<file path="src/rtl/instruction_queue_if.sv">
// instruction_queue_if: ctl_word type and the IR-to-queue handshake interface
package tomasula_types;
    typedef struct packed {
        logic [31:0] pc;
        logic [3:0]  op;
        logic [4:0]  rd;
        logic [4:0]  rs1;
        logic [4:0]  rs2;
        logic [31:0] imm;
    } ctl_word;
endpackage

interface IQ_2_IR;
    import tomasula_types::*;
    ctl_word control_word;
    logic    ld_iq;
    logic    ack_o;
    modport IQ_SIG(input control_word, input ld_iq, output ack_o);
    modport IR_SIG(output control_word, output ld_iq, input ack_o);
endinterface

</file>
<file path="src/rtl/instruction_queue.sv">
// instruction_queue: in-order ctl_word FIFO from IR to dispatch; define IQ_BYPASS_EN for empty-queue bypass
module instruction_queue
    import tomasula_types::*;
#(
    parameter int DEPTH = 8
) (
    input  logic                     clk,
    input  logic                     rst,
    IQ_2_IR.IQ_SIG                   iq_ir_itf,
    input  logic                     flush_i,
    input  logic                     deq_i,
    output logic                     valid_o,
    output ctl_word                  ctl_out,
    output logic                     full_o,
    output logic [$clog2(DEPTH):0]   count_o
);
    localparam int PW = $clog2(DEPTH);

    ctl_word         mem_q [DEPTH];
    ctl_word         mem_d [DEPTH];
    logic [PW-1:0]   head_q, head_d, tail_q, tail_d;
    logic [PW:0]     count_q, count_d;
    logic            byp, pass, wr, pop;

    always_comb begin
        full_o = count_q == (PW+1)'(DEPTH);
        iq_ir_itf.ack_o = iq_ir_itf.ld_iq & ~full_o & ~flush_i & ~rst;
`ifdef IQ_BYPASS_EN
        byp = (count_q == '0) & iq_ir_itf.ld_iq & ~flush_i & ~rst;
`else
        byp = 1'b0;
`endif
        valid_o = (count_q != '0) | byp;
        ctl_out = byp ? iq_ir_itf.control_word : mem_q[head_q];
        // a bypassed word consumed this cycle never touches storage or count
        pass = byp & deq_i;
        wr = iq_ir_itf.ack_o & ~pass;
        pop = deq_i & valid_o & ~pass;
        mem_d = mem_q;
        if (wr) mem_d[tail_q] = iq_ir_itf.control_word;
        head_d = flush_i ? '0 : head_q + PW'(pop);
        tail_d = flush_i ? '0 : tail_q + PW'(wr);
        count_d = flush_i ? '0 : count_q + (PW+1)'(wr) - (PW+1)'(pop);
    end

    always_ff @(posedge clk) begin
        if (rst) begin
            head_q <= '0;
            tail_q <= '0;
            count_q <= '0;
            mem_q <= '{default: '0};
        end else begin
            head_q <= head_d;
            tail_q <= tail_d;
            count_q <= count_d;
            mem_q <= mem_d;
        end
    end

    assign count_o = count_q;
endmodule

</file>
<file path="src/flat_wrapper.sv">
// flat-port wrapper written by rule: the top's interface ports become plain ports
module instruction_queue_flat import tomasula_types::*;
#(
    parameter int DEPTH = 8
)
  (clk, rst, flush_i, deq_i, valid_o, ctl_out, full_o, count_o, iq_ir_itf_control_word, iq_ir_itf_ld_iq, iq_ir_itf_ack_o);
  IQ_2_IR iq_ir_itf_i ();
  input  logic clk;
  input  logic rst;
  input  logic flush_i;
  input  logic deq_i;
  output logic valid_o;
  output ctl_word ctl_out;
  output logic full_o;
  output logic [$clog2(DEPTH):0] count_o;
  input wire logic [$bits(iq_ir_itf_i.control_word)-1:0] iq_ir_itf_control_word;
  input wire logic [$bits(iq_ir_itf_i.ld_iq)-1:0] iq_ir_itf_ld_iq;
  output wire logic [$bits(iq_ir_itf_i.ack_o)-1:0] iq_ir_itf_ack_o;
  assign iq_ir_itf_i.control_word = iq_ir_itf_control_word;
  assign iq_ir_itf_i.ld_iq = iq_ir_itf_ld_iq;
  assign iq_ir_itf_ack_o = iq_ir_itf_i.ack_o;
  instruction_queue #(.DEPTH(DEPTH)) u_core (.clk(clk), .rst(rst), .iq_ir_itf(iq_ir_itf_i), .flush_i(flush_i), .deq_i(deq_i), .valid_o(valid_o), .ctl_out(ctl_out), .full_o(full_o), .count_o(count_o));
endmodule
</file>
<file path="config.mk">
export PLATFORM = sky130hd
export DESIGN_NAME = instruction_queue_flat
export DESIGN_NICKNAME = d
export VERILOG_FILES = /design/src/rtl/instruction_queue_if.sv /design/src/rtl/instruction_queue.sv /design/src/flat_wrapper.sv
export SDC_FILE = /design/constraint.sdc
export NUM_CORES = 1
export LEC_CHECK = 0
export ABC_AREA = 1
export CAP_MARGIN = 40
export CELL_PAD_IN_SITES_DETAIL_PLACEMENT = 1
export CELL_PAD_IN_SITES_GLOBAL_PLACEMENT = 2
export CORE_MARGIN = 4
export CORE_UTILIZATION = 30
export DETAILED_ROUTE_END_ITERATION = 8
export HOLD_SLACK_MARGIN = 0.15
export PLACE_DENSITY_LB_ADDON = 0.1
export SYNTH_ARGS = -nofsm -noshare
export SYNTH_HDL_FRONTEND = slang
export SYNTH_SLANG_ARGS = --single-unit
</file>
<file path="constraint.sdc">
create_clock -name clk -period 3.5 [get_ports clk]
set_input_delay 0.525 -clock clk [delete_from_list [all_inputs] [get_ports clk]]
set_output_delay 0.525 -clock clk [all_outputs]
set_load 0.005 [all_outputs]
</file>
==> flow_summary.toml <==
[die]
start_util_pct = 30.39
core_area_mm2 = 0.1131
num_rows = 123
die_area_mm2 = 0.1201
die_h_um = 346.5
die_x_um = 346.5
ios = 178

[routing]
drc_errors = 0
drtPass1Iterations = 5
drt-total-wl_um = 117200
drtIter0Drc = 1599
num_vias = 33033
via_per_inst = 4.526
postRouteAntennaNets = 0
routedWlPerCell_um = 16.06

[setup_path]
crit_buf_inv = 4
end_kind = "output pin"
crit_top_cell = "nand2_1"
crit_family = "buffers and inverters"
max_stage_delay_ns = 0.46
critPathKind = "register to output pin"
crit_slowest_cell = "clkdlybuf4s50_1"
startpoint_type = "register"
crit_required_ns = 2.97
cp_max_fo = 84
path_cells = "buf_12 -> inv_16 -> buf_12 -> a21oi_1 -> o21ai_0 -> nand2_1 -> nand2_1 -> nand2_1 -> clkdlybuf4s50_1"
cp.arrival_ns = 2.77

[cts]
htreeDepth = 3
insertion_delay_ns = 0.64
cts_buffers = 88
path_clk_slew_ns = 0.05
cts_root_buf = "clkbuf_16"
tritoncts = "yes"
clockBufferDepth = 3
ctsHoldBuffers = 0
clock-sinks = 674

[sta]
slew_headroom_pct = 40.11
drv_slew = 0
final-setup-viol-count = 0
finalCritPeriodShare_pct = 94.00
hold_viol_final = 0
worst_pin_slew_ns = 0.8984
fin_tns_setup_ns = 0
fmax_ghz = 0.3040
min_period_ns = 3.290
fin_skew_ns = 0.01669
rsz0062_at_grt = "false"

[placed_design]
placed_cells = 7134
dp_hpwl_um = 66080
finalWeightedCongestion = 0.7022
placed_area_mm2 = 0.03721
io_buffers = 177

[power_and_ir_drop]
ir_drop_mv = 0.2787
p_leak_nw = 20.75
switchingPower_mw = 5.005
intPower_mw = 13.76
power_switching_share_pct = 26.67
combPwrFrac_pct = 11.2
clockPowerShare_pct = 47.4
p_seq_share_pct = 41.5
power_density_mw_per_mm2 = 468.1

[layout]
final_layout_size_suffix_gt1_share_pct = 3.693
multi_input_area_mm2 = 0.01575
layout.cells.non_filler = 7298
seq_area_mm2 = 0.01350
syn2layout_area_growth_pct = 16.65
nets = 5826
finish.instance_area_mm2 = 0.04010
fill_cells = 14723

[status]
status = "finished, final reports clean"

[global_routing]
grt_overflow_total = 0
grt_pass1_vias = 33223
grt_max_degree = 155
grt_pass1_wl_um = 187500
gr-usage-met2_pct = 32.20
gr-usage-all-layers_pct = 19.14
met3_usage_pct = 2.929
grt_antenna_before_repair = 7
use_met1_pct = 26.17
busiest_layer = "met2"

[synthesis]
yosysUniqueCellTypes = 22
ys_seq_elements = 674
yosysSeqAreaShare_pct = 39.25
synth_ff_type = "dfxtp_1"
synthArstFlopShare_pct = 0
syn_inst = 5785
syn-cell-area_mm2 = 0.03437
synth_nets = 5884
synth_edf_count = 0
syn_avg_cell_area_um2 = 5.942
synth_warnings = 0

[flow_run]
cap_violations = 0

[min_path]
hp-class = "register to register"
[cell type report]
cell class	count	share of cell area, %
multi-input combinational	3790	39.28
sequential	674	33.68
inverter	937	8.878
clock buffer	138	6.662
timing repair buffer	236	6.491
tap	1500	4.681
clock inverter	20	0.3121
antenna	3	0.01872
[routing by layer]
| metal | wire length (um) | vias to the layer above | share of wire [%] |
|---|---|---|---|
| li1 | - | 17079 | - |
| met1 | 58430 | 15517 | 50 |
| met2 | 53260 | 295 | 45 |
| met3 | 3499 | 134 | 3.0 |
| met4 | 1989 | 8 | 1.7 |
| met5 | 44 | - | 0.038 |
[stage by stage]
step | util, % | setup slack (ns) | total power [mW] | hold WS [ns]
4_1_cts | 35.37 | 0.01441 | 19.16 | 0.5095
3_3_place_gp | 32.88 | 0.6188 | 10.07 | 0.4933
3_5_place_dp | 32.90 | 0.5487 | 10.07 | 0.4988
6_report | 35.45 | 0.2100 | 18.77 | 0.5067
2_1_floorplan | - | 0.9541 | 9.014 | 0.4830
5_1_grt | 35.44 | 0.007937 | 19.64 | 0.5308
[worst paths after layout]
| check | startpoint | end | slack, ns | cells after the start |
|---|---|---|---|---|
| worst min-delay path | u_core.mem_q[27] | u_core.mem_q[27] | 0.51 | 4 |
| worst min register to register | u_core.mem_q[27] | u_core.mem_q[27] | 0.51 | 4 |
| worst max register to register | u_core.count_o[2] | u_core.mem_q[142] | 1.10 | 10 |
| worst max-delay path | u_core.head_q[0] | ctl_out[75] | 0.21 | 9 |
[Yosys cell counts, types with 4 or more instances]
| cell | number | area, um2 |
|---|---|---|
| clkbuf_1 | 180 | 675.7 |
| nand4_1 | 166 | 1039 |
| buf_2 | 152 | 760.7 |
| nand3_1 | 8 | 40.04 |
| ha_1 | 10 | 125.1 |
| nand3_2 | 4 | 40.04 |
| dfxtp_1 | 674 | 13490 |
| buf_1 | 39 | 146.4 |
| nand2_1 | 1749 | 6565 |
| inv_1 | 935 | 3510 |
| buf_6 | 11 | 123.9 |
| a21oi_1 | 334 | 1672 |
| nor2_1 | 1180 | 4429 |
| o21ai_0 | 332 | 1662 |
[worst min-delay path, stage by stage, from the launching register on]
cell	delay, ns
dfxtp_1	0.30
inv_1	0.04
nand2_1	0.04
nand2_1	0.05
nor2_1	0.03
[state kept, by name (all words and copies together), names as in the netlist]
name and flops:
u_core.mem_q 664, u_core.count_o 4, u_core.head_q 3, u_core.tail_q 3
[placed cells by master, fill, tap and decap left out, types with 2 or more instances in the layout]
master and n:
a21oi_1 334, inv_1 933, dfxtp_1 671, nand3_1 3, diode_2 3, inv_16 2
nand4_1 166, buf_12 28, clkbuf_16 90, nand2_1 1749, ha_1 10, xnor2_1 2
clkinv_2 19, clkbuf_1 23, o21ai_0 332, buf_4 29, nor2_1 1178, clkbuf_8 26
clkdlybuf4s50_1 177, nand3_4 9, dfxtp_4 3, nor2_4 3
[timing repair]
item,4_1_cts,5_1_grt
setup endpoints to repair,0,13
setup buffers,0,2
gates resized for setup,0,5
[kinds of logic after synthesis]
family | count (synthesis) | share of synthesized area, %
AND/OR/NAND/NOR | 3110 | 35.31
AO/OA/AOI/OAI | 666 | 9.697
buffers and inverters | 1321 | 15.24
flip-flops | 674 | 39.25
adder cells (fa/ha/maj) | 11 | 0.4223
XOR/XNOR | 3 | 0.07646
[power groups by stage]
stage / registers (mW) / clock network, mW / logic, mW
2_1_floorplan: 7.94 / 0 / 1.07
3_3_place_gp: 7.95 / 0 / 2.12
3_5_place_dp: 7.95 / 0 / 2.11
4_1_cts: 7.78 / 9.25 / 2.13
5_1_grt: 7.79 / 9.50 / 2.35
6_report: 7.78 / 8.89 / 2.09
(Power assumes the default switching activity.)
